[config.mk]
export PLATFORM = sky130hd
export DESIGN_NAME = uart_rx_pkt_parser
export DESIGN_NICKNAME = d
export VERILOG_FILES = /design/src/rtl/uart_rx_pkt_parser.sv
export SDC_FILE = /design/constraint.sdc
export NUM_CORES = 1
export LEC_CHECK = 0
export CORE_ASPECT_RATIO = 0.7
export CORE_MARGIN = 2
export CORE_UTILIZATION = 25
export CTS_BUF_LIST = sky130_fd_sc_hd__clkbuf_8
export CTS_CLUSTER_SIZE = 40
export DETAILED_ROUTE_END_ITERATION = 10
export MAX_ROUTING_LAYER = met4
export SLEW_MARGIN = 20
export SYNTH_ARGS = -nofsm -noshare
export SYNTH_HDL_FRONTEND = slang
export SYNTH_SLANG_ARGS = --single-unit
export TNS_END_PERCENT = 100
[constraint.sdc]
create_clock -name clk -period 3.2 [get_ports clk]
set_input_delay 0.32 -clock clk [delete_from_list [all_inputs] [get_ports clk]]
set_output_delay 0.32 -clock clk [all_outputs]
set_load 0.005 [all_outputs]
[src/rtl/uart_rx_pkt_parser.sv]
// uart_rx_pkt_parser
//   Assembles packets framed as SOF, LEN, LEN payload bytes, CHK out of the
//   UART receiver's one-cycle byte strobes. A packet is accepted only if its
//   length is legal and CHK matches the 8-bit sum of LEN and the payload. An
//   accepted payload is buffered, then replayed on a valid/ready byte stream
//   that marks the final byte with out_last. Malformed, timed-out, aborted
//   (break) or overrun packets are reported on a one-cycle error strobe.
//
// Ports
//   clk        system clock
//   resetn     synchronous active-low reset
//   in_valid   one-cycle strobe, a received byte is present
//   in_data    received byte (sampled with in_valid)
//   in_break   BREAK indication (qualified by in_valid)
//   out_valid  payload byte available
//   out_ready  sink accepts the byte
//   out_data   payload byte
//   out_last   final payload byte of the packet
//   err_valid  one-cycle error strobe
//   err_code   1=CHK 2=LEN 3=TMO 4=BRK 5=OVR, held until the next error
//
// state    | meaning
// ---------+---------------------------------------------------------------
// ST_IDLE  | hunting for SOF; everything else (including breaks) ignored
// ST_LEN   | waiting for the length byte
// ST_DATA  | storing payload bytes into the buffer
// ST_CHK   | waiting for the checksum byte
// ST_SEND  | replaying the buffered payload on out_*; input bytes are overruns

module uart_rx_pkt_parser #(
  parameter logic [7:0] SOF_BYTE       = 8'hA5,
  parameter int         MAX_LEN        = 16,
  parameter int         TIMEOUT_CYCLES = 55000
) (
  input  logic       clk,
  input  logic       resetn,
  input  logic       in_valid,
  input  logic [7:0] in_data,
  input  logic       in_break,
  output logic       out_valid,
  input  logic       out_ready,
  output logic [7:0] out_data,
  output logic       out_last,
  output logic       err_valid,
  output logic [2:0] err_code
);

  localparam int PW = $clog2(MAX_LEN + 1);
  localparam int AW = (MAX_LEN > 1) ? $clog2(MAX_LEN) : 1;
  localparam int TW = $clog2(TIMEOUT_CYCLES + 1);

  localparam logic [PW-1:0] PTR_ONE   = PW'(1);
  localparam logic [TW-1:0] TMO_ONE   = TW'(1);
  localparam logic [TW-1:0] TMO_LAST  = TW'(TIMEOUT_CYCLES - 1);
  localparam logic [7:0]    MAX_LEN_B = 8'(MAX_LEN);

  localparam logic [2:0] ERR_CHK = 3'd1;
  localparam logic [2:0] ERR_LEN = 3'd2;
  localparam logic [2:0] ERR_TMO = 3'd3;
  localparam logic [2:0] ERR_BRK = 3'd4;
  localparam logic [2:0] ERR_OVR = 3'd5;

  typedef enum logic [2:0] {
    ST_IDLE,
    ST_LEN,
    ST_DATA,
    ST_CHK,
    ST_SEND
  } state_t;

  state_t        state;
  logic [7:0]    buf_mem [MAX_LEN];
  logic [PW-1:0] len;
  logic [PW-1:0] wr_ptr;
  logic [PW-1:0] rd_ptr;
  logic [PW-1:0] rd_nxt;
  logic [TW-1:0] tmo_cnt;
  logic [7:0]    chk_sum;

  logic in_packet;
  logic byte_ok;
  logic brk_hit;
  logic tmo_hit;

  assign in_packet = (state == ST_LEN) || (state == ST_DATA) || (state == ST_CHK);
  assign byte_ok   = in_valid && !in_break;
  assign brk_hit   = in_valid && in_break;
  // in_valid clears the counter, so a timeout never coincides with a byte.
  assign tmo_hit   = !in_valid && (tmo_cnt == TMO_LAST);
  assign rd_nxt    = rd_ptr + PTR_ONE;

  // Payload storage is write-only from DATA and needs no reset: it is always
  // fully rewritten before SEND can read it.
  always_ff @(posedge clk) begin
    if (state == ST_DATA && byte_ok) begin
      buf_mem[wr_ptr[AW-1:0]] <= in_data;
    end
  end

  always_ff @(posedge clk) begin
    if (!resetn) begin
      state     <= ST_IDLE;
      len       <= '0;
      wr_ptr    <= '0;
      rd_ptr    <= '0;
      tmo_cnt   <= '0;
      chk_sum   <= '0;
      out_valid <= 1'b0;
      out_data  <= '0;
      out_last  <= 1'b0;
      err_valid <= 1'b0;
      err_code  <= '0;
    end else begin
      err_valid <= 1'b0;

      case (state)
        ST_IDLE: begin
          if (byte_ok && in_data == SOF_BYTE) begin
            state <= ST_LEN;
          end
        end

        ST_LEN: begin
          if (byte_ok) begin
            if (in_data != 8'd0 && in_data <= MAX_LEN_B) begin
              len     <= PW'(in_data);
              chk_sum <= in_data;
              wr_ptr  <= '0;
              state   <= ST_DATA;
            end else begin
              err_valid <= 1'b1;
              err_code  <= ERR_LEN;
              state     <= ST_IDLE;
            end
          end
        end

        ST_DATA: begin
          if (byte_ok) begin
            chk_sum <= chk_sum + in_data;
            wr_ptr  <= wr_ptr + PTR_ONE;
            if (wr_ptr == len - PTR_ONE) begin
              state <= ST_CHK;
            end
          end
        end

        ST_CHK: begin
          if (byte_ok) begin
            if (in_data == chk_sum) begin
              rd_ptr    <= '0;
              out_valid <= 1'b1;
              out_data  <= buf_mem[0];
              out_last  <= (len == PTR_ONE);
              state     <= ST_SEND;
            end else begin
              err_valid <= 1'b1;
              err_code  <= ERR_CHK;
              state     <= ST_IDLE;
            end
          end
        end

        ST_SEND: begin
          // Bytes arriving while we replay are dropped; the replay carries on.
          if (in_valid) begin
            err_valid <= 1'b1;
            err_code  <= ERR_OVR;
          end
          if (out_valid && out_ready) begin
            if (out_last) begin
              out_valid <= 1'b0;
              out_last  <= 1'b0;
              state     <= ST_IDLE;
            end else begin
              rd_ptr   <= rd_nxt;
              out_data <= buf_mem[rd_nxt[AW-1:0]];
              out_last <= (rd_nxt == len - PTR_ONE);
            end
          end
        end

        default: begin
          state <= ST_IDLE;
        end
      endcase

      // Break and timeout override whatever the per-state logic decided.
      if (in_packet) begin
        tmo_cnt <= in_valid ? '0 : tmo_cnt + TMO_ONE;
        if (brk_hit) begin
          err_valid <= 1'b1;
          err_code  <= ERR_BRK;
          state     <= ST_IDLE;
        end else if (tmo_hit) begin
          err_valid <= 1'b1;
          err_code  <= ERR_TMO;
          tmo_cnt   <= '0;
          state     <= ST_IDLE;
        end
      end else begin
        tmo_cnt <= '0;
      end
    end
  end

endmodule

# Yosys cells after proc, flatten, opt, wreduce, memory -nomap -nowiden
# Memories as Yosys holds them, arrays and structs flattened.
# Index checks and enable logic that the tools add are counted.
# W data, S select, Z words.
[totals] mem_bits_rw=128 inputBits=13 output_inout_bits=14 regBits=56 n_memories=1
[classes] n_reduce_logical=21 n_addsub=5 order_cmp=1 mux=64 n_eq_ne=18
[mem_list] name="buf_mem" depth=16 word_bits=8 rd=2 rd_clocked_by_memory_dff=0 wr=1 line="72" rtl="logic [7:0] buf_mem [MAX_LEN];"
[ops] operator="$mux W3" count=19
[ops] operator="$mux W8" count=7
[ops] operator="$mux W16" count=3
[ops] operator="$mux W5" count=7
[ops] operator="$pmux W8 S2" count=2
[ops] operator="$pmux W5 S2" count=2
[ops] operator="$mux W1" count=18
[ops] operator="$add A16 B1 Y16 const B" count=1
[ops] operator="$eq A16 B16 Y1 const B" count=1
[ops] operator="$pmux W3 S5" count=1
[ops] operator="$ne A2 B2 Y1 const B" count=6
[ops] operator="$add A5 B1 Y5 const B" count=2
[ops] operator="$eq A5 B5 Y1" count=2
[ops] operator="$reduce_and A5 Y1" count=2
[ops] operator="$pmux W3 S3" count=1
[ops] operator="$add A8 B8 Y8" count=1
[ops] operator="$eq A8 B8 Y1" count=1
[ops] operator="$eq A8 B8 Y1 const B" count=1
[ops] operator="$le A8 B5 Y1 const B" count=1
[ops] operator="$reduce_and A4 Y1" count=2
[ops] operator="$reduce_bool A8 Y1" count=1
[ops] operator="$logic_and A1 B1 Y1" count=7
[ops] operator="$eq A3 B2 Y1 const B" count=2
[ops] operator="$eq A5 B1 Y1 const B" count=1
[ops] operator="13 further kinds" count=18

# Logic depth before layout (Yosys ltp)
# Gate-level depths: netlist of the first run.
[depth] word_depth=8 ltp_mapped=8 ltp_nobuf=8

# Worst setup path before layout of the first run
# No wires, ideal clock.
[synth_timing] path_kind="reg-to-reg" startpoint="register state[1]" endpoint="memory buf_mem[0][0] (enable)" t_arrival_ns=1.953 slack_ns=0.864 stages_incl_launch_ff=7 setup_time_ns=0.383 period_less_slack_ns=2.336 n_path_buf=2 path_cell_list="dfxtp_1 -> buf_4 -> nor3b_1 -> and2_1 -> clkbuf_1 -> nand2_1 -> nor3_1"
[synth_between] elab_chain_len=4
[synth_rtl] element="start, declared" line="71" rtl="state_t state;"
[synth_rtl] element="start signal, assigned" line="102" rtl="state <= ST_IDLE;"
[synth_rtl] element="start signal, assigned" line="119" rtl="state <= ST_LEN;"
[synth_rtl] element="start signal, assigned" line="129" rtl="state <= ST_DATA;"
[synth_rtl] element="$eq A3 B2 Y1" line="95" rtl="if (state == ST_DATA && byte_ok) begin"
[synth_rtl] element="$logic_and A1 B1 Y1" line="95"
[synth_rtl] element="$mux W1" line="95"
[synth_rtl] element="$mux W1 (implied by the code)" line="96" rtl="buf_mem[wr_ptr[AW-1:0]] <= in_data;"
[synth_rtl] element="end, declared" line="72"
# No other way between the ends.

# Final worst setup path of the first run
[layout_timing] startpoint="input port in_data[6]" endpoint="register out_valid"
[layout_between] elab_chain_len=3
[layout_rtl] element="start, declared" line="38" rtl="input logic [7:0] in_data,"
[layout_rtl] element="$eq A8 B8 Y1" line="150" rtl="if (in_data == chk_sum) begin"
[layout_rtl] element="$ne A2 B1 Y1 (no line)"
[layout_rtl] element="$reduce_and A5 Y1 (no line)"
[layout_rtl] element="end signal, assigned" line="108" rtl="out_valid <= 1'b0;"
[layout_rtl] element="end signal, assigned" line="152" rtl="out_valid <= 1'b1;"
[layout_rtl] element="end signal, assigned" line="172" rtl="out_valid <= 1'b0;"
[layout_rtl] element="end, declared" line="40" rtl="output logic out_valid,"
# No other way between the ends.
# A chain may end at the register's enable or synchronous reset.

==> impl_results.html, run 1 <==
<table>
<tr><th>Metric</th><th>Value</th></tr>
<tr><th colspan="2">Status</th></tr>
<tr><td>Status</td><td>finished clean</td></tr>
<tr><th colspan="2">Route</th></tr>
<tr><td>Detailed-route vias per instance</td><td>4.80</td></tr>
<tr><td>Drt total wl</td><td>19.8 mm</td></tr>
<tr><td>Number of design rule violations left after detail routing</td><td>0</td></tr>
<tr><td>Final routed wire length divided by cell count</td><td>about 18 um</td></tr>
<tr><td>Detailed-route via count</td><td>5212</td></tr>
<tr><td>Number of optimization iterations in the first detailed-route pass</td><td>6</td></tr>
<tr><td>Post-detailed-route count of antenna-violating nets</td><td>0</td></tr>
<tr><td>Violation count after the first detailed-routing iteration</td><td>503</td></tr>
<tr><th colspan="2">Cells and area</th></tr>
<tr><td>Most frequent standard cell in the layout excluding fill and tap cells</td><td>edfxtp_1</td></tr>
<tr><td>Number of inserted filler cells in the final layout</td><td>between 3k and 4k</td></tr>
<tr><td>Final Non-Filler Cells</td><td>~1.1k</td></tr>
<tr><td>Top library cells by usage in the layout, fill and taps aside</td><td>edfxtp_1, dfxtp_1, nor2_1</td></tr>
<tr><td>Post-layout nets</td><td>675</td></tr>
<tr><td>Design area</td><td>~9500 um^2</td></tr>
<tr><td>Relative area change from synthesis to final layout</td><td>16.3%</td></tr>
<tr><td>Fraction of layout instances using a drive strength above 1</td><td>0.191</td></tr>
<tr><td>Number of diodes</td><td>0</td></tr>
<tr><th colspan="2">Setup path</th></tr>
<tr><td>Slowest CP cell</td><td>clkdlybuf4s50_1</td></tr>
<tr><td>Number of cells traversed by the worst register-to-register path</td><td>6</td></tr>
<tr><td>Required time of the critical path</td><td>3570 ps</td></tr>
<tr><td>Setup Crit Path Kind</td><td>primary input to flop</td></tr>
<tr><td>Reg-to-reg critical path startpoint</td><td>rd_ptr[1]</td></tr>
<tr><td>Kind of start point of the critical path</td><td>primary input</td></tr>
<tr><td>Worst Setup End Kind</td><td>flop</td></tr>
<tr><td>Crit path largest cell delay</td><td>570 ps</td></tr>
<tr><td>Reg-to-reg setup timing slack</td><td>740 ps</td></tr>
<tr><td>Critical-path maximum fanout</td><td>4</td></tr>
<tr><td>Capturing point of the worst reg2reg path</td><td>out_data[2]</td></tr>
<tr><td>Data arrival, critical path</td><td>2940 ps</td></tr>
<tr><td>CP Cell Sequence</td><td>clkdlybuf4s50_1, ha_1, or4_4, o31a_1, a2111oi_4, a21boi_1, o21a_1</td></tr>
<tr><th colspan="2">Placed design</th></tr>
<tr><td>Final HPWL from detailed placement</td><td>13.4 mm</td></tr>
<tr><td>Count of buffers from port buffering</td><td>26</td></tr>
<tr><td>Placed Instances</td><td>1054</td></tr>
<tr><td>Final weighted congestion in routability-driven placement</td><td>0.785</td></tr>
<tr><td>Worst setup timing slack at the placement stage</td><td>177 ps</td></tr>
<tr><td>Instance area after placement</td><td>around 9100 um^2</td></tr>
<tr><th colspan="2">Clock tree</th></tr>
<tr><td>Number of buffers inserted to repair setup after CTS</td><td>0</td></tr>
<tr><td>TritonCTS clock tree</td><td>yes</td></tr>
<tr><td>Number of buffers created by CTS</td><td>17</td></tr>
<tr><td>Clock sink total</td><td>184</td></tr>
<tr><td>Number of buffers on the longest clock path</td><td>2</td></tr>
<tr><td>Post-cts gate resize count</td><td>0</td></tr>
<tr><td>H-tree depth reported by CTS</td><td>4</td></tr>
<tr><td>Hold bufs inserted after CTS</td><td>0</td></tr>
<tr><td>Cell chosen for the clock root</td><td>clkbuf_8</td></tr>
<tr><td>Source-to-sink clock delay at the later pin of the worst-skew pair</td><td>~480 ps</td></tr>
<tr><td>Post-CTS clock slew at the launch and capture registers of the worst setup and hold paths</td><td>90 ps</td></tr>
<tr><th colspan="2">Timing</th></tr>
<tr><td>Setup TNS after final layout</td><td>0 ps</td></tr>
<tr><td>Worst hold slack after final layout</td><td>482 ps</td></tr>
<tr><td>Post-layout min period</td><td>2560 ps</td></tr>
<tr><td>Final-report max-slew violation count</td><td>0</td></tr>
<tr><td>Worst Clk Skew</td><td>13.1 ps</td></tr>
<tr><td>RSZ-0062 raised after global routing</td><td>false</td></tr>
<tr><td>Headroom to the max-slew limit</td><td>0.556</td></tr>
<tr><td>Slew at the pin closest to its max-slew limit</td><td>665 ps</td></tr>
<tr><td># setup viols final</td><td>0</td></tr>
<tr><td>Highest Clock Rate</td><td>390 MHz</td></tr>
<tr><td>Slack of the critical path</td><td>636 ps</td></tr>
<tr><td>Number of endpoints with negative hold slack in the final report</td><td>0</td></tr>
<tr><td>Portion of the clock cycle consumed by the worst path in the final layout</td><td>0.801</td></tr>
<tr><th colspan="2">Hold path</th></tr>
<tr><td>Origin of the worst min-delay path</td><td>chk_sum[5]</td></tr>
<tr><td>Min-Delay Path Class</td><td>flop to flop</td></tr>
<tr><td>Hold EP</td><td>chk_sum[5]</td></tr>
<tr><td>Hold Path Cell Cnt</td><td>2</td></tr>
<tr><th colspan="2">Yosys</th></tr>
<tr><td>Post-synth EDFFs</td><td>128</td></tr>
<tr><td>Count of unique library cells instantiated by Yosys</td><td>64</td></tr>
<tr><td>Most instantiated flip-flop cell in the synthesis netlist</td><td>edfxtp_1</td></tr>
<tr><td>Sequential cell area fraction in the yosys report</td><td>0.606</td></tr>
<tr><td>Number of flip-flops and latches in the synthesized netlist</td><td>184</td></tr>
<tr><td>Cell count after synthesis</td><td>592</td></tr>
<tr><td>Yosys warning total</td><td>0</td></tr>
<tr><td>Number of nets in the synthesized netlist</td><td>621</td></tr>
<tr><td>Cell area after technology mapping</td><td>8190 um^2</td></tr>
<tr><td>Avg Synthesized Cell Area</td><td>13.8 um^2</td></tr>
<tr><td>Synth async-reset ratio</td><td>0</td></tr>
<tr><th colspan="2">Floorplan</th></tr>
<tr><td>Rows</td><td>55</td></tr>
<tr><td>Initial standard-cell utilization of the core</td><td>0.254</td></tr>
<tr><td>Horizontal die dimension</td><td>220 um</td></tr>
<tr><td>Y dimension of the die</td><td>155 um</td></tr>
<tr><td>Top-level port count</td><td>27</td></tr>
<tr><td>Core footprint</td><td>32300 um^2</td></tr>
<tr><td>Die outline area</td><td>34200 um^2</td></tr>
<tr><th colspan="2">Pwr</th></tr>
<tr><td>Power density over cell area</td><td>446 nW/um^2</td></tr>
<tr><td>Share of total power consumed by net switching</td><td>0.225</td></tr>
<tr><td>Clock network power share</td><td>0.376</td></tr>
<tr><td>Fraction of power consumed by combinational cells</td><td>0.027</td></tr>
<tr><td>Pleak</td><td>3.02 nW</td></tr>
<tr><td>Part of the power in registers</td><td>0.596</td></tr>
<tr><td>Net switching component of the power</td><td>0.000956 W</td></tr>
<tr><td>Worst voltage drop across the vdd grid</td><td>between 200 and 250 uV</td></tr>
<tr><td>Internal Dissipation</td><td>0.00330 W</td></tr>
<tr><th colspan="2">Global routing</th></tr>
<tr><td>Via count of the first global-routing pass</td><td>between 5k and 6k</td></tr>
<tr><td>Total GRT Usage</td><td>0.126</td></tr>
<tr><td>Antenna violations before repair</td><td>0</td></tr>
<tr><td>Maximum number of pins on one net before global-route repair</td><td>37</td></tr>
<tr><td>Wire length of the first global-routing pass</td><td>roughly 31 mm</td></tr>
<tr><td>Residual overflow from global routing</td><td>0</td></tr>
<tr><th colspan="2">Run</th></tr>
<tr><td>Maximum Capacitance Violations</td><td>0</td></tr>
</table>
[metal layers]
metal / routed length (um) / vias to the layer above / GRT usage / share of wire
met1: 10300 / 2656 / 0.191 / 0.52
met2: 8160 / 155 / 0.167 / 0.41
met4: 124 / 0 / 0.0262 / 0.0063
met5: 0 / - / - / 0
li1: - / 2394 / - / -
met3: 1230 / 7 / 0.0301 / 0.062
[cell type report]
cell class / instances / area (um^2) / share of cell area
repair buffers: 65 / 578 / 0.0607
multi-input cells: 367 / 3010 / 0.316
clock buffers: 18 / 248 / 0.0260
inverters: 11 / 41.3 / 0.00433
clock inverters: 14 / 153 / 0.0160
flip-flops and latches: 184 / 4970 / 0.521
well taps: 427 / 534 / 0.0561
[worst max-delay path by stage]
stage	start	to	slack, ps	cells past startpoint
floorplan	state[1]	buf_mem[0][0]	860	6
finish	in_data[6]	out_valid	640	7
CTS	in_data[6]	out_valid	690	7
global route	rd_ptr[1]	out_data[0]	600	6
global placement	in_data[6]	out_valid	180	7
detailed placement	in_data[6]	out_valid	180	7
[cells in the mapped netlist, drive strengths merged, types with 3 or more instances]
cell / n / share of area
edfxtp: 128 / 0.47
dfxtp: 56 / 0.14
nor2: 42 / 0.019
nand2: 34 / 0.016
mux4: 32 / 0.088
a21oi: 30 / 0.018
xnor2: 22 / 0.024
nand3: 19 / 0.012
mux2: 16 / 0.022
o21ai: 16 / 0.0098
xor2: 16 / 0.017
buf: 15 / 0.013
clkbuf: 15 / 0.0095
ha: 15 / 0.023
nor3: 15 / 0.0092
inv: 10 / 0.0046
nor4: 9 / 0.0084
a222oi: 8 / 0.0098
nand4: 8 / 0.0061
nor2b: 8 / 0.0061
and3: 6 / 0.0046
a31oi: 5 / 0.0038
or3: 5 / 0.0040
mux2i: 4 / 0.0049
nand2b: 4 / 0.0031
nor3b: 4 / 0.0037
o211a: 4 / 0.0049
a2111oi: 3 / 0.0055
a211oi: 3 / 0.0027
and2: 3 / 0.0023
nand3b: 3 / 0.0027
o211ai: 3 / 0.0027
o21a: 3 / 0.0027
o31ai: 3 / 0.0027
[worst max-delay path: cells and delay by family]
| family | cells | cell delay [ps] |
|---|---|---|
| AND/OR/NAND/NOR | 1 | 570 |
| buffers and inverters | 1 | 570 |
| adder cells (fa/ha/maj) | 1 | 420 |
| AO/OA/AOI/OAI | 4 | 1050 |
[through the flow]
step           power, W   util
2_1_floorplan   0.00263      -
3_3_place_gp    0.00271  0.283
3_5_place_dp    0.00271  0.283
4_1_cts         0.00430  0.295
5_1_grt         0.00441  0.295
6_report        0.00425  0.295
[state kept, by name, indices dropped and copies added, names as in the netlist, 3 cells and up]
name / count
buf_mem: 128
tmo_cnt: 16
chk_sum: 8
out_data: 8
len: 5
rd_ptr: 5
wr_ptr: 5
err_code: 3
state: 3
[power by group through the flow]
stage,clock (W),sequential [W],combinational [W]
3_3_place_gp,0,0.00259,0.000115
6_report,0.00160,0.00254,0.000117
5_1_grt,0.00175,0.00254,0.000126
3_5_place_dp,0,0.00259,0.000117
4_1_cts,0.00164,0.00254,0.000117
2_1_floorplan,0,0.00259,0.0000329
[kinds of logic after synthesis]
| logic type | synth area share |
|---|---|
| flip-flops | 0.606 |
| buffers and inverters | 0.0275 |
| multiplexers | 0.115 |
| AO/OA/AOI/OAI | 0.0799 |
| AND/OR/NAND/NOR | 0.105 |
| XOR/XNOR | 0.0406 |
| adder cells (fa/ha/maj) | 0.0254 |
(Power assumes the default switching activity.)
==> inputs of run 2 (changes only) <==
==> constraint.sdc (replaced) <==
create_clock -name clk -period 2.07 [get_ports clk]
set_input_delay 0.207 -clock clk [delete_from_list [all_inputs] [get_ports clk]]
set_output_delay 0.207 -clock clk [all_outputs]
set_load 0.005 [all_outputs]
==> impl_results.html, run 2 (same netlist as run 1, synthesis figures left out) <==
<table>
<tr><th>Metric</th><th>Value</th></tr>
<tr><th colspan="2">Floorplan</th></tr>
<tr><td>Rows</td><td>55 (unchanged)</td></tr>
<tr><td>Top-level port count</td><td>27 (unchanged)</td></tr>
<tr><td>Initial standard-cell utilization of the core</td><td>0.254 (unchanged)</td></tr>
<tr><td>Die outline area</td><td>34200 um^2 (unchanged)</td></tr>
<tr><td>Horizontal die dimension</td><td>220 um (unchanged)</td></tr>
<tr><td>Y dimension of the die</td><td>155 um (unchanged)</td></tr>
<tr><td>Core footprint</td><td>32300 um^2 (unchanged)</td></tr>
<tr><th colspan="2">Setup path</th></tr>
<tr><td>Kind of start point of the critical path</td><td>primary input</td></tr>
<tr><td>Setup Crit Path Kind</td><td>primary input to flop</td></tr>
<tr><td>Critical-path maximum fanout</td><td>3 (-1)</td></tr>
<tr><td>Required time of the critical path</td><td>2440 ps (-1130 ps)</td></tr>
<tr><td>Worst Setup End Kind</td><td>flop</td></tr>
<tr><td>Data arrival, critical path</td><td>2630 ps (-310 ps)</td></tr>
<tr><th colspan="2">Clock tree</th></tr>
<tr><td>Hold bufs inserted after CTS</td><td>0 (unchanged)</td></tr>
<tr><td>Clock sink total</td><td>184 (unchanged)</td></tr>
<tr><td>Number of buffers created by CTS</td><td>17 (unchanged)</td></tr>
<tr><td>Source-to-sink clock delay at the later pin of the worst-skew pair</td><td>470 ps (about the same)</td></tr>
<tr><td>TritonCTS clock tree</td><td>yes</td></tr>
<tr><td>Post-CTS clock slew at the launch and capture registers of the worst setup and hold paths</td><td>100 ps (about the same)</td></tr>
<tr><td>Number of buffers on the longest clock path</td><td>2 (unchanged)</td></tr>
<tr><td>Cell chosen for the clock root</td><td>clkbuf_8</td></tr>
<tr><td>H-tree depth reported by CTS</td><td>4 (unchanged)</td></tr>
<tr><th colspan="2">Cells and area</th></tr>
<tr><td>Post-layout nets</td><td>731 (+8.3%)</td></tr>
<tr><td>Relative area change from synthesis to final layout</td><td>25.2%</td></tr>
<tr><td>Number of inserted filler cells in the final layout</td><td>3199 (-1.4%)</td></tr>
<tr><td>Fraction of layout instances using a drive strength above 1</td><td>0.275 (+0.0833)</td></tr>
<tr><td>Number of flip-flops in the largest register</td><td>128 (unchanged)</td></tr>
<tr><td>Number of diodes</td><td>0 (unchanged)</td></tr>
<tr><td>Most frequent standard cell in the layout excluding fill and tap cells</td><td>edfxtp_1</td></tr>
<tr><td>Top library cells by usage in the layout, fill and taps aside</td><td>edfxtp_1, buf_4, dfxtp_1</td></tr>
<tr><td>Design area</td><td>10300 um^2 (+7.6%)</td></tr>
<tr><td>Final Non-Filler Cells</td><td>1141 (+5.1%)</td></tr>
<tr><th colspan="2">Route</th></tr>
<tr><td>Final routed wire length divided by cell count</td><td>18.3 um (+0.35%)</td></tr>
<tr><td>Detailed-route via count</td><td>5386 (+3.3%)</td></tr>
<tr><td>Detailed-route vias per instance</td><td>4.72 (-1.6%)</td></tr>
<tr><td>Number of optimization iterations in the first detailed-route pass</td><td>5 (-1)</td></tr>
<tr><td>Number of design rule violations left after detail routing</td><td>0 (unchanged)</td></tr>
<tr><td>Post-detailed-route count of antenna-violating nets</td><td>0 (unchanged)</td></tr>
<tr><td>Drt total wl</td><td>20.9 mm (+5.4%)</td></tr>
<tr><td>Violation count after the first detailed-routing iteration</td><td>485 (-3.6%)</td></tr>
<tr><th colspan="2">Pwr</th></tr>
<tr><td>Worst voltage drop across the vdd grid</td><td>338 uV (+50%)</td></tr>
<tr><td>Pleak</td><td>3.40 nW (+13%)</td></tr>
<tr><td>Power density over cell area</td><td>639 nW/um^2 (+43%)</td></tr>
<tr><th colspan="2">Global routing</th></tr>
<tr><td>Maximum number of pins on one net before global-route repair</td><td>23 (-38%)</td></tr>
<tr><td>Total GRT Usage</td><td>0.131 (+0.00487)</td></tr>
<tr><td>Via count of the first global-routing pass</td><td>5258 (+2.8%)</td></tr>
<tr><td>Met1 Usage GRT</td><td>0.188 (-0.00333)</td></tr>
<tr><td>GR peak layer</td><td>met1</td></tr>
<tr><td>GR Util met2</td><td>0.179 (+0.0119)</td></tr>
<tr><td>Antenna violations before repair</td><td>0 (unchanged)</td></tr>
<tr><td>Residual overflow from global routing</td><td>0 (unchanged)</td></tr>
<tr><td>Met3 Usage GRT</td><td>0.0420 (+0.0119)</td></tr>
<tr><td>Wire length of the first global-routing pass</td><td>31.8 mm (+2.5%)</td></tr>
<tr><th colspan="2">Timing</th></tr>
<tr><td>Highest Clock Rate</td><td>approximately 440 MHz</td></tr>
<tr><td>Worst Clk Skew</td><td>13.2 ps (+0.0389 ps)</td></tr>
<tr><td>Final-report max-slew violation count</td><td>0 (unchanged)</td></tr>
<tr><td>Headroom to the max-slew limit</td><td>0.630 (+0.0739)</td></tr>
<tr><td>RSZ-0062 raised after global routing</td><td>true</td></tr>
<tr><td>Slack of the critical path</td><td>-185 ps (-821 ps)</td></tr>
<tr><td>Portion of the clock cycle consumed by the worst path in the final layout</td><td>1.09</td></tr>
<tr><td># setup viols final</td><td>17 (+17)</td></tr>
<tr><td>Post-layout min period</td><td>2250 ps</td></tr>
<tr><td>Slew at the pin closest to its max-slew limit</td><td>550 ps (-115 ps)</td></tr>
<tr><td>Setup TNS after final layout</td><td>-1200 ps (-1200 ps)</td></tr>
<tr><td>Number of endpoints with negative hold slack in the final report</td><td>0 (unchanged)</td></tr>
<tr><th colspan="2">Hold path</th></tr>
<tr><td>Min-Delay Path Class</td><td>primary input to flop</td></tr>
<tr><th colspan="2">Placed design</th></tr>
<tr><td>Count of buffers from port buffering</td><td>26 (unchanged)</td></tr>
<tr><td>Worst setup timing slack at the placement stage</td><td>-654 ps (-831 ps)</td></tr>
<tr><td>Final weighted congestion in routability-driven placement</td><td>0.834 (+6.2%)</td></tr>
<tr><td>Final HPWL from detailed placement</td><td>14.3 mm (+6.3%)</td></tr>
<tr><td>Instance area after placement</td><td>9560 um^2 (+4.7%)</td></tr>
<tr><td>Placed Instances</td><td>1098 (+4.2%)</td></tr>
<tr><th colspan="2">Status</th></tr>
<tr><td>Violated checks</td><td>negative setup slack</td></tr>
<tr><td>Status</td><td>finished, violations left</td></tr>
<tr><th colspan="2">Run</th></tr>
<tr><td>Maximum Capacitance Violations</td><td>0 (unchanged)</td></tr>
</table>
==> run 2: report_power, final <==
part | total (W) | leakage, nW | internal, W | switching (W)
clock | 0.00241 | 0.201 | 0.00108 | 0.00133
combinational | 0.000224 | 1.60 | 0.0000862 | 0.000138
sequential | 0.00392 | 1.60 | 0.00392 | 0.0000000727
total | 0.00655 | 3.40 | 0.00509 | 0.00147
==> run 2: worst paths after layout <==
kind	startpoint	end	slack [ps]	cells past startpoint
worst min-delay path	in_data[1]	buf_mem[2][1]	300	2
worst min register to register	tmo_cnt[0]	tmo_cnt[0]	480	1
worst max register to register	chk_sum[2]	out_valid	-150	6
worst max-delay path	in_data[2]	out_valid	-180	7
==> run 2: repair_timing <==
item,in CTS,in global routing
setup endpoints to repair,16,25
buffers inserted,8,2
pin swaps,13,2
gates cloned,2,0
resized for setup,22,19
==> run 2: worst max-delay path: stages <==
cell	delay, ps
clkdlybuf4s50_1	600
ha_4	250
or4_4	530
o31a_1	370
a2111oi_4	360
a21boi_1	120
o21a_1	190
==> run 2: layer usage <==
layer,part of all wire,vias to the layer above
li1,-,2500
met1,0.50,2714
met2,0.42,163
met3,0.072,9
met4,0.0052,0
met5,0,-
==> run 2: area by class of cell <==
class,count,area (um^2),area share
clock inverters,14,146,0.0143
repair buffers,121,1170,0.115
flip-flops and latches,184,4970,0.485
multi-input cells,367,3150,0.307
well taps,427,534,0.0521
inverters,11,41.3,0.00403
clock buffers,17,234,0.0228
==> run 2: through the flow <==
| step | hold WS [ps] | total power [W] | utilization |
|---|---|---|---|
| 6_report | 298 | 0.00655 | 0.318 |
| 5_1_grt | 255 | 0.00679 | 0.318 |
| 4_1_cts | 446 | 0.00662 | 0.316 |
| 3_5_place_dp | 461 | 0.00422 | 0.296 |
| 3_3_place_gp | 457 | 0.00422 | 0.296 |
| 2_1_floorplan | 306 | 0.00406 | - |
==> inputs of run 3 (changes only) <==
--- a/config.mk
+++ b/config.mk
@@ -12,6 +12,7 @@
 export CTS_CLUSTER_SIZE = 40
 export DETAILED_ROUTE_END_ITERATION = 10
 export MAX_ROUTING_LAYER = met4
+export SETUP_SLACK_MARGIN = 0.4
 export SLEW_MARGIN = 20
 export SYNTH_ARGS = -nofsm -noshare
 export SYNTH_HDL_FRONTEND = slang
==> impl_results.html, run 3 (same netlist as run 1, synthesis figures left out) <==
<table>
<tr><th>Metric</th><th>Value</th></tr>
<tr><th colspan="2">Setup path</th></tr>
<tr><td>Required time of the critical path</td><td>2440 ps (about the same)</td></tr>
<tr><td>Slowest CP cell</td><td>a222oi_1</td></tr>
<tr><td>Data arrival, critical path</td><td>2550 ps (-80 ps)</td></tr>
<tr><td>Critical-path maximum fanout</td><td>8 (+5)</td></tr>
<tr><td>Reg-to-reg setup timing slack</td><td>-110 ps (+40 ps)</td></tr>
<tr><td>Setup Crit Path Kind</td><td>flop to flop</td></tr>
<tr><td>Worst Setup End Kind</td><td>flop</td></tr>
<tr><td>Buf+Inv Stages, Crit Path</td><td>1 (unchanged)</td></tr>
<tr><td>Crit path largest cell delay</td><td>410 ps (-190 ps)</td></tr>
<tr><td>Family with the most delay on the worst path</td><td>multiplexers</td></tr>
<tr><td>CP Cell Sequence</td><td>ha_4, buf_12, mux4_2, mux2_4, a222oi_1, a21oi_1</td></tr>
<tr><td>Kind of start point of the critical path</td><td>flop</td></tr>
<tr><th colspan="2">Run</th></tr>
<tr><td>Maximum Capacitance Violations</td><td>0 (unchanged)</td></tr>
<tr><th colspan="2">Hold path</th></tr>
<tr><td>Min-Delay Path Class</td><td>primary input to flop</td></tr>
<tr><th colspan="2">Placed design</th></tr>
<tr><td>Instance area after placement</td><td>10000 um^2 (+4.9%)</td></tr>
<tr><td>Worst setup timing slack at the placement stage</td><td>-594 ps (+60.2 ps)</td></tr>
<tr><td>Count of buffers from port buffering</td><td>26 (unchanged)</td></tr>
<tr><td>Final weighted congestion in routability-driven placement</td><td>0.843 (+0.99%)</td></tr>
<tr><td>Final HPWL from detailed placement</td><td>15.0 mm (+4.9%)</td></tr>
<tr><th colspan="2">Floorplan</th></tr>
<tr><td>Die outline area</td><td>34200 um^2 (unchanged)</td></tr>
<tr><td>Y dimension of the die</td><td>155 um (unchanged)</td></tr>
<tr><td>Rows</td><td>55 (unchanged)</td></tr>
<tr><td>Core footprint</td><td>32300 um^2 (unchanged)</td></tr>
<tr><td>Horizontal die dimension</td><td>220 um (unchanged)</td></tr>
<tr><td>Initial standard-cell utilization of the core</td><td>0.254 (unchanged)</td></tr>
<tr><td>Top-level port count</td><td>27 (unchanged)</td></tr>
<tr><th colspan="2">Route</th></tr>
<tr><td>Post-detailed-route count of antenna-violating nets</td><td>0 (unchanged)</td></tr>
<tr><td>Detailed-route vias per instance</td><td>4.73 (+0.30%)</td></tr>
<tr><td>Number of design rule violations left after detail routing</td><td>0 (unchanged)</td></tr>
<tr><td>Drt total wl</td><td>22.0 mm (+5.7%)</td></tr>
<tr><td>Number of optimization iterations in the first detailed-route pass</td><td>4 (-1)</td></tr>
<tr><td>Detailed-route via count</td><td>5606 (+4.1%)</td></tr>
<tr><td>Final routed wire length divided by cell count</td><td>18.6 um (+1.8%)</td></tr>
<tr><td>Violation count after the first detailed-routing iteration</td><td>625 (+29%)</td></tr>
<tr><th colspan="2">Timing</th></tr>
<tr><td>Worst Clk Skew</td><td>15.3 ps (+2.17 ps)</td></tr>
<tr><td>Number of endpoints with negative hold slack in the final report</td><td>0 (unchanged)</td></tr>
<tr><td>Slew at the pin closest to its max-slew limit</td><td>596 ps (+45.4 ps)</td></tr>
<tr><td>RSZ-0062 raised after global routing</td><td>true</td></tr>
<tr><td>Post-layout min period</td><td>2180 ps (-73.5 ps)</td></tr>
<tr><td>Slack of the critical path</td><td>-111 ps (+73.5 ps)</td></tr>
<tr><td>Final-report max-slew violation count</td><td>0 (unchanged)</td></tr>
<tr><td>Highest Clock Rate</td><td>458 MHz (+3.4%)</td></tr>
<tr><td>Worst hold slack after final layout</td><td>259 ps (-39.3 ps)</td></tr>
<tr><td># setup viols final</td><td>9 (-8)</td></tr>
<tr><td>Headroom to the max-slew limit</td><td>0.602 (-0.0283)</td></tr>
<tr><td>Portion of the clock cycle consumed by the worst path in the final layout</td><td>1.05 (-0.0355)</td></tr>
<tr><th colspan="2">Global routing</th></tr>
<tr><td>Total GRT Usage</td><td>0.135 (+0.00394)</td></tr>
<tr><td>Antenna violations before repair</td><td>0 (unchanged)</td></tr>
<tr><td>Via count of the first global-routing pass</td><td>5544 (+5.4%)</td></tr>
<tr><td>Residual overflow from global routing</td><td>0 (unchanged)</td></tr>
<tr><td>Wire length of the first global-routing pass</td><td>33.2 mm (+4.5%)</td></tr>
<tr><td>Maximum number of pins on one net before global-route repair</td><td>22 (-4.3%)</td></tr>
<tr><th colspan="2">Cells and area</th></tr>
<tr><td>Design area</td><td>11500 um^2 (+12%)</td></tr>
<tr><td>Final cell utilization of the core</td><td>0.357 (+0.0395)</td></tr>
<tr><td>Top library cells by usage in the layout, fill and taps aside</td><td>edfxtp_1, buf_4, dfxtp_1</td></tr>
<tr><td>Fraction of layout instances using a drive strength above 1</td><td>0.441 (+0.167)</td></tr>
<tr><td>Number of inserted filler cells in the final layout</td><td>3065 (-4.2%)</td></tr>
<tr><td>Most frequent standard cell in the layout excluding fill and tap cells</td><td>edfxtp_1</td></tr>
<tr><td>Number of diodes</td><td>0 (unchanged)</td></tr>
<tr><td>Number of flip-flops in the largest register</td><td>128 (unchanged)</td></tr>
<tr><td>Relative area change from synthesis to final layout</td><td>40.8%</td></tr>
<tr><td>Post-layout nets</td><td>773 (+5.7%)</td></tr>
<tr><th colspan="2">Pwr</th></tr>
<tr><td>Pleak</td><td>3.80 nW (+12%)</td></tr>
<tr><td>Worst voltage drop across the vdd grid</td><td>294 uV (-13%)</td></tr>
<tr><td>Power density over cell area</td><td>579 nW/um^2 (-9.4%)</td></tr>
<tr><th colspan="2">Clock tree</th></tr>
<tr><td>Number of buffers created by CTS</td><td>17 (unchanged)</td></tr>
<tr><td>Post-CTS clock slew at the launch and capture registers of the worst setup and hold paths</td><td>110 ps (about the same)</td></tr>
<tr><td>Source-to-sink clock delay at the later pin of the worst-skew pair</td><td>490 ps (+20 ps)</td></tr>
<tr><td>Number of buffers on the longest clock path</td><td>2 (unchanged)</td></tr>
<tr><td>H-tree depth reported by CTS</td><td>4 (unchanged)</td></tr>
<tr><td>Clock sink total</td><td>184 (unchanged)</td></tr>
<tr><td>TritonCTS clock tree</td><td>yes</td></tr>
<tr><td>Cell chosen for the clock root</td><td>clkbuf_8</td></tr>
<tr><th colspan="2">Status</th></tr>
<tr><td>Violated checks</td><td>negative setup slack</td></tr>
<tr><td>Status</td><td>finished, violations left</td></tr>
</table>
==> run 3: changes by cell type in the layout (fill, tap and decap cells not counted), moves of 6 or more <==
cell     change
dfxtp_4      +6
nor3_4       +6
buf_6       +31
nor2_4      +12
nand2_1     -11
dfxtp_2     +10
dfxtp_1     -16
nor2_1      -12
buf_12      +11
==> run 3: tightest hold or removal path, cell delays in order <==
cell and delay (ps):
clkdlybuf4s15_1 180, buf_6 140, buf_4 120
==> run 3: layer usage <==
layer	vias to the layer above	wire length (um)	global-route usage
met1	2833	11000	0.203
met2	165	9500	0.182
met5	-	0	-
met3	16	1360	0.0270
li1	2592	-	-
met4	0	178	0.0326
==> run 3: layout make-up <==
cell class / instances / area, um^2 / share of cell area
clock buffers: 17 / 234 / 0.0203
clock inverters: 15 / 169 / 0.0147
inverters: 11 / 41.3 / 0.00358
multi-input cells: 367 / 3780 / 0.328
flip-flops and latches: 184 / 5010 / 0.434
well taps: 427 / 534 / 0.0463
repair buffers: 163 / 1770 / 0.153
==> run 3: metrics by stage <==
step,setup TNS (ps),std cells,power [W]
global route,-1570,1184,0.00688
detailed placement,-16990,1111,0.00423
finish,-379,1184,0.00667
global placement,-15960,1111,0.00423
CTS,-374,1171,0.00672
floorplan,0,592,0.00407
==> run 3: timing repair <==
item                                    4_1_cts  5_1_grt
pin swaps                                    36       33
gates resized for setup                      81       95
cloned                                        2        2
endpoints found under the setup margin      171      179
buffers inserted                             26       11
hold buffers                                  0        0
==> run 3: path summary, 6_finish.rpt <==
check / from / endpoint / cells after the start
setup / recovery: rd_ptr[0] / out_data[0] / 6
setup reg to reg: rd_ptr[0] / out_data[0] / 6
hold reg to reg: tmo_cnt[0] / tmo_cnt[0] / 1
hold / removal: in_data[3] / buf_mem[13][3] / 3
==> run 3: where the power goes <==
group | leakage [nW] | internal (W) | switching [W]
clock | 0.207 | 0.00102 | 0.00149
sequential | 1.61 | 0.00391 | 0.0000000407
combinational | 1.98 | 0.000103 | 0.000152
total | 3.80 | 0.00503 | 0.00164
